--- src/rtl/pixel_serializer.sv ---
// pixel_serializer: buffers RGB pixels in a FIFO and emits each one as R, G, B words with a valid/ready handshake.
// Optional macro PIXEL_SERIALIZER_COUNT_EN adds a 32-bit pixel_count output.
module pixel_serializer #(
    parameter int PIXEL_WIDTH = 16,
    parameter int FIFO_DEPTH  = 4
) (
    input  logic                          clk,
    input  logic                          reset,
    input  logic                          data_valid,
    input  logic [PIXEL_WIDTH-1:0]        pixel_in_red,
    input  logic [PIXEL_WIDTH-1:0]        pixel_in_green,
    input  logic [PIXEL_WIDTH-1:0]        pixel_in_blue,
    output logic [PIXEL_WIDTH-1:0]        out_data,
    output logic                          out_valid,
    input  logic                          out_ready,
    output logic                          out_last,
    output logic                          overflow,
    output logic [$clog2(FIFO_DEPTH):0]   fifo_level
`ifdef PIXEL_SERIALIZER_COUNT_EN
    ,
    output logic [31:0]                   pixel_count
`endif
);
    localparam int AW = $clog2(FIFO_DEPTH);
    localparam logic [AW:0] FULL = (AW+1)'(FIFO_DEPTH);

    typedef enum logic [1:0] {IDLE, SEND_R, SEND_G, SEND_B} state_e;

    state_e                 state_q, state_d;
    logic [PIXEL_WIDTH-1:0] red_q   [FIFO_DEPTH];
    logic [PIXEL_WIDTH-1:0] green_q [FIFO_DEPTH];
    logic [PIXEL_WIDTH-1:0] blue_q  [FIFO_DEPTH];
    logic [AW-1:0]          wr_q, rd_q;
    logic [AW:0]            level_q, level_d;
    logic                   overflow_q, full, push, pop;

    // Fullness is judged before any same-cycle pop, so a full FIFO drops even while draining.
    assign full    = level_q == FULL;
    assign push    = data_valid && !full;
    assign pop     = state_q == SEND_B && out_ready;
    assign level_d = level_q + (AW+1)'(push) - (AW+1)'(pop);

    always_comb begin
        state_d   = state_q;
        out_valid = state_q != IDLE;
        out_last  = state_q == SEND_B;
        out_data  = state_q == SEND_R ? red_q[rd_q]   :
                    state_q == SEND_G ? green_q[rd_q] :
                    state_q == SEND_B ? blue_q[rd_q]  : '0;
        case (state_q)
            IDLE:    state_d = level_q != '0 ? SEND_R : IDLE;
            SEND_R:  state_d = out_ready ? SEND_G : SEND_R;
            SEND_G:  state_d = out_ready ? SEND_B : SEND_G;
            SEND_B:  state_d = !out_ready ? SEND_B : (level_d != '0 ? SEND_R : IDLE);
            default: state_d = IDLE;
        endcase
    end

    always_ff @(posedge clk) begin
        if (reset) begin
            state_q    <= IDLE;
            wr_q       <= '0;
            rd_q       <= '0;
            level_q    <= '0;
            overflow_q <= 1'b0;
        end else begin
            state_q <= state_d;
            level_q <= level_d;
            if (push) wr_q <= wr_q + AW'(1);
            if (pop) rd_q <= rd_q + AW'(1);
            if (data_valid && full) overflow_q <= 1'b1;
        end
    end

    // Storage needs no reset: contents are only visible while level_q counts them.
    always_ff @(posedge clk) begin
        if (push && !reset) begin
            red_q[wr_q]   <= pixel_in_red;
            green_q[wr_q] <= pixel_in_green;
            blue_q[wr_q]  <= pixel_in_blue;
        end
    end

    assign overflow   = overflow_q;
    assign fifo_level = level_q;

`ifdef PIXEL_SERIALIZER_COUNT_EN
    logic [31:0] pixel_count_q;

    always_ff @(posedge clk) begin
        if (reset) pixel_count_q <= '0;
        else if (pop) pixel_count_q <= pixel_count_q + 32'd1;
    end

    assign pixel_count = pixel_count_q;
`endif
endmodule

--- config.mk ---
export PLATFORM = sky130hd
export DESIGN_NAME = pixel_serializer
export DESIGN_NICKNAME = d
export VERILOG_FILES = /design/src/rtl/pixel_serializer.sv
export SDC_FILE = /design/constraint.sdc
export NUM_CORES = 1
export LEC_CHECK = 0
export CAP_MARGIN = 20
export CELL_PAD_IN_SITES_DETAIL_PLACEMENT = 0
export CELL_PAD_IN_SITES_GLOBAL_PLACEMENT = 1
export CORE_UTILIZATION = 45
export CTS_CLUSTER_DIAMETER = 200
export CTS_CLUSTER_SIZE = 30
export DETAILED_ROUTE_END_ITERATION = 16
export PLACE_DENSITY = 0.86
export SYNTH_ARGS = -nofsm -noshare
export SYNTH_HDL_FRONTEND = slang
export SYNTH_SLANG_ARGS = --single-unit
export TNS_END_PERCENT = 20
--- constraint.sdc ---
create_clock -name clk -period 2.38 [get_ports clk]
set_clock_uncertainty 0.2 [all_clocks]
set_input_delay 0.476 -clock clk [delete_from_list [all_inputs] [get_ports clk]]
set_output_delay 0.476 -clock clk [all_outputs]
set_load 0.02 [all_outputs]
==> flow_metrics.env <==
export IMPL_status="complete, but fails checks"
export IMPL_violations="setup timing"
export IMPL_gp_congestion=0.7987
export IMPL_synth_edf_count=192
export IMPL_worstPathMaxFanout=7
export IMPL_crit_type="reg -> out"
export IMPL_die_w_um=134.0
export IMPL_worst_slew_pin_transition_ps=313.1
export IMPL_whs_ps=329.3
export IMPL_syn_area_per_cell_um2=21.24
export IMPL_synthMostInstantiatedCell="edfxtp_1"
export IMPL_fp_dieH_um=134.0
export IMPL_drc=0
export IMPL_ir_worst_vdd_mv=0.6174
export IMPL_wl_met1_um=5967
export IMPL_yosysSeqAreaShare=0.7662
export IMPL_rsz0062_at_grt="true"
export IMPL_max_stage_delay_ps=520
export IMPL_vias_per_cell=5.331
export IMPL_ios=74
export IMPL_nNetsFinal=548
export IMPL_grt_pass1_vias=4155
export IMPL_cts_max_level=1
export IMPL_cts_inserted_buffers=10
export IMPL_yosysTopAreaCellShare=0.7355
export IMPL_pre_cts_slack_ps=-580.0
export IMPL_synthTopCellsByCount="192 x edfxtp_1, 37 x mux4_2, 34 x nand2_1"
export IMPL_cp_cell_sequence="buf_6 > mux4_2 > a22oi_2 > nand2_1 > buf_2"
export IMPL_cts_sinks=204
export IMPL_critPathLaunchType="register"
export IMPL_syn2layout_area_growth_pct=23.88
export IMPL_diodes=0
export IMPL_p_per_area_nw_per_um2=780.2
export IMPL_yosys_warnings=0
export IMPL_cts_root_buf="clkbuf_16"
export IMPL_syn_area_um2=7839
export IMPL_setup_ws_ps=-373.5
export IMPL_yosys_area_top_type="edfxtp_1"
export IMPL_grt_pass1_wl_um=23140
export IMPL_antenna_found_initial=1
export IMPL_initial_core_util=0.4661
export IMPL_dieArea_um2=17950
export IMPL_finalSetupViolCount=17
export IMPL_core_um2=16820
export IMPL_rows=47
export IMPL_slowest_stage="mux4_2"
export IMPL_clkLatencyLatePin_ps=460
export IMPL_fill_cells=1237
export IMPL_finalNonFillerCells=712
export IMPL_hold_viol=0
export IMPL_max_freq_ghz=0.3632
export IMPL_maxCapViolCount=0
export IMPL_detail_route_first_pass_iterations=4
export IMPL_post_drt_wl_per_cell_um=20.99
export IMPL_leakage_nw=3.227
export IMPL_drtIter0Drc=283
export IMPL_tns_ps=-5494
export IMPL_hp_class="reg -> reg"
export IMPL_synth_distinct_cells=32
export IMPL_synth_nets=428
export IMPL_syn_inst=369
export IMPL_cts_tree="yes"
export IMPL_hpwl_um=9205
export IMPL_slew_viol_final=0
export IMPL_layout_drive_gt1_share=0.3232
export IMPL_path_clk_slew_ps=110
export IMPL_clockBufferDepth=3
export IMPL_synth_top_flop_cell="edfxtp_1"
export IMPL_crit_arrival_ps=2080
export IMPL_routed_top_layer="met5"
export IMPL_synth_ff_latch_count=204
export IMPL_routed_wirelength_um=14940
export IMPL_synth_area_leaders="edfxtp_1 74%, mux4_2 11%, mux4_1 3.7%, dfxtp_1 3.1%, nand2_1 1.6%"
export IMPL_grt_start_max_net_pins=32
export IMPL_grt_use_total=0.1721
export IMPL_r2r_slack_ps=-130
export IMPL_vias=3796
export IMPL_period_share=1.157
export IMPL_dp_cells=686
export IMPL_port_buffers=73
export IMPL_relSlewSlack=0.7908
export IMPL_min_period_ps=2753
export IMPL_wl_met2_um=8054
export IMPL_ant_nets=0
export IMPL_async_flop_share=0
export IMPL_overflow=0
export IMPL_wl_met3_um=755
export IMPL_required_ps=1700
export IMPL_setup_worst_path_end_class="output pin"
[critical path, delay by kind of cell, from the launching register on]
kind                   cells  cell delay, ps
multiplexers               1             520
AO/OA/AOI/OAI              1             240
flip-flops                 1             440
buffers and inverters      2             340
AND/OR/NAND/NOR            1              80
[state kept, by name (all words and copies together) (netlist names), named ones only]
register    cells
green_q        64
red_q          64
state_q         2
fifo_level      3
wr_q            2
rd_q            2
overflow        1
blue_q         64
[layer usage]
layer	vias up	global-route usage
li1	1735	-
met3	17	0.02759
met4	2	0.03283
met5	-	0
met2	114	0.3218
met1	1928	0.2105
[cells in the final DEF, fill, tap and decap left out, drive strengths merged, types with 2 or more instances in the layout]
cell,instances
edfxtp,192
buf,68
clkdlybuf4s50,55
mux4,48
nand2,34
a22oi,16
clkbuf,14
dfxtp,12
nor2,7
inv,6
ha,6
and2,5
nand3,3
a21oi,3
xor2,3
nor2b,3
nor3,2
o21ai,2
dlygate4sd2,2
[repair_timing]
item | in CTS | in global routing
resized for setup | 91 | 26
pin swaps | 7 | 13
buffers inserted | 10 | 2
setup endpoints to repair | 19 | 17
cloned | 2 | 0
hold buffers | 0 | 0
[cell type report]
cell class | instances | area [µm²] | area share
flip-flops and latches | 204 | 6021 | 0.6200
multi-input cells | 142 | 1785 | 0.1839
inverters | 6 | 22.52 | 0.002319
repair buffers | 125 | 1311 | 0.1350
clock buffers | 14 | 286.5 | 0.02951
clock inverters | 1 | 8.758 | 0.0009019
well taps | 220 | 275.3 | 0.02835
[kinds of logic after synthesis]
group | share of synthesized area
and+or+nand+nor | 0.03496
xor gates and xnor gates | 0.006225
muxes | 0.1445
buffers and inverters | 0.01660
AOI/OAI and AO/OA | 0.01947
DFF | 0.7662
adders and majority gates | 0.01213
[report_power, final]
| group | switching (mW) | total, mW | internal [mW] |
|---|---|---|---|
| Clock | 1.02 | 1.88 | 0.858 |
| Sequential | 0.0729 | 4.21 | 4.14 |
| Combinational | 0.779 | 1.49 | 0.711 |
| Total | 1.87 | 7.58 | 5.70 |
[metrics by stage]
stage          utilization  instance area, µm²  power, mW
2_1_floorplan            -                7853      4.978
3_3_place_gp        0.5505                9259      5.689
3_5_place_dp        0.5505                9259      5.734
4_1_cts             0.5769                9703      7.567
5_1_grt             0.5774                9711      7.839
6_report            0.5774                9711      7.576
[worst paths after layout]
kind,startpoint,endpoint,depth (start not counted)
max,register,out_data[11],5
min,overflow,overflow,2
max reg2reg,fifo_level[1],state_q[0],9
min reg2reg,overflow,overflow,2
Note: power is estimated with default switching activity, not from simulation.
==> RTL change: new RTL, config.mk and constraints unchanged <==
Add a define of `PIXEL_SERIALIZER_COUNT_EN`.
--- a/src/rtl/pixel_serializer.sv
+++ b/src/rtl/pixel_serializer.sv
@@ -1,5 +1,7 @@
 // pixel_serializer: buffers RGB pixels in a FIFO and emits each one as R, G, B words with a valid/ready handshake.
 // Optional macro PIXEL_SERIALIZER_COUNT_EN adds a 32-bit pixel_count output.
+`define PIXEL_SERIALIZER_COUNT_EN
+
 module pixel_serializer #(
     parameter int PIXEL_WIDTH = 16,
     parameter int FIFO_DEPTH  = 4
Function (old outputs only; new: pixel_count): kept (Yosys induction, for registers that start in step).
==> RTL change against the unedited design <==
The flow still finishes with violations (negative setup slack). Synthesized area up 18%. Total power is 14% higher. Sequential share of layout area shrank 4.0 points. Routed wire length increased by 25%. Largest power group unchanged. Worst setup slack got worse by 0.21 ns. Sequential cell count grew 32. Final area increased by 18%. Clock power rose by 13%. Critical endpoint is now out_data[3].
==> RTL change: results (changes against the unedited design) <==
* Status: finished, violations left (unchanged)
* Initial antenna violation count at 3 (was 1)
* Setup Fix Bufs, Post-CTS at 9 (was 10)
* Sequential fraction of the synthesis area at 72.1% (was 76.6%)
* Dpl cells at 899 (was 686)
* CP arrival at 2.29 ns (was 2.08 ns)
* Failing checks: negative setup slack (unchanged)
* DR vias/cell at 5.40 (was 5.33)
* Routed WL at 18700 µm (was 14900 µm)
* Worst Slack Setup Final at -0.583 ns (was -0.373 ns)
* Final TNS setup at -8.73 ns (was -5.49 ns)
* Total GRT Usage at 18.2% (was 17.2%)
* Final setup fails at 17 (unchanged)
* Net switching power at 2.13 mW (was 1.87 mW)
* GP Congestion at 0.775 (was 0.799)
* Seq group at 4.80 mW (was 4.21 mW)
* Layout cells sized above 1 at 25.7% (was 32.3%)
* Worst setup endpoint: out_data[3] (was out_data[11])
* Global-route met3 utilization at 2.89% (was 2.76%)
* Final net count at 718 (was 548)
* Port bufs at 105 (was 73)
* HPWL after DPL at 12500 µm (was 9210 µm)
* Cell Count, Final, Fillers Out at 928 (was 712)
* Mapped Avg Cell Area at 18.1 µm² (was 21.2 µm²)
* Via count of the first global-routing pass at 5396 (was 4155)
* Count of different cell masters after synthesis at 35 (was 32)
* R2r worst-path depth at 13 (was 9)
* CTS resizes at 85 (was 91)
* Syn nets at 568 (was 428)
* Dpl cell area at 11000 µm² (was 9260 µm²)
* First-pass GRT wire length at 29800 µm (was 23100 µm)
* WL met2 at 9770 µm (was 8050 µm)
* Num CTS Buffers at 11 (was 10)
* CP max stage delay at 0.49 ns (was 0.52 ns)
* FF-to-FF setup slack at -0.09 ns (was -0.13 ns)
-- RTL change: cell count changes after synthesis, sizes merged, moves of 17 or more --
cell | unedited run | this run
nor2 | 7 | 42
dfxtp | 12 | 44
xor2 | 3 | 26
nand2 | 34 | 15
mux2 | 0 | 17
-- RTL change: logic make-up after synthesis --
group / after synthesis / share of synthesized area [%]
flops: 236 / 72.1
simple gates: 110 / 6.16
mux: 65 / 13.8
xor+xnor: 33 / 3.13
buf+inv: 29 / 1.48
compound gates: 27 / 2.17
fa+ha+maj: 8 / 1.17
-- RTL change: layout make-up --
class                      count  area (µm²)
sequential                   236        6660
fill                        1519        8300
multi-input combinational    243        2490
antenna                        1        2.50
tap                          265         332
timing repair buffer         160        1660
inverter                       6        23.8
clock buffer                  17         319
-- RTL change: worst min-delay path: stages, from the launching register on --
cell and delay [ns]:
dfxtp_1 0.35, a31oi_1 0.05, nor2_1 0.08
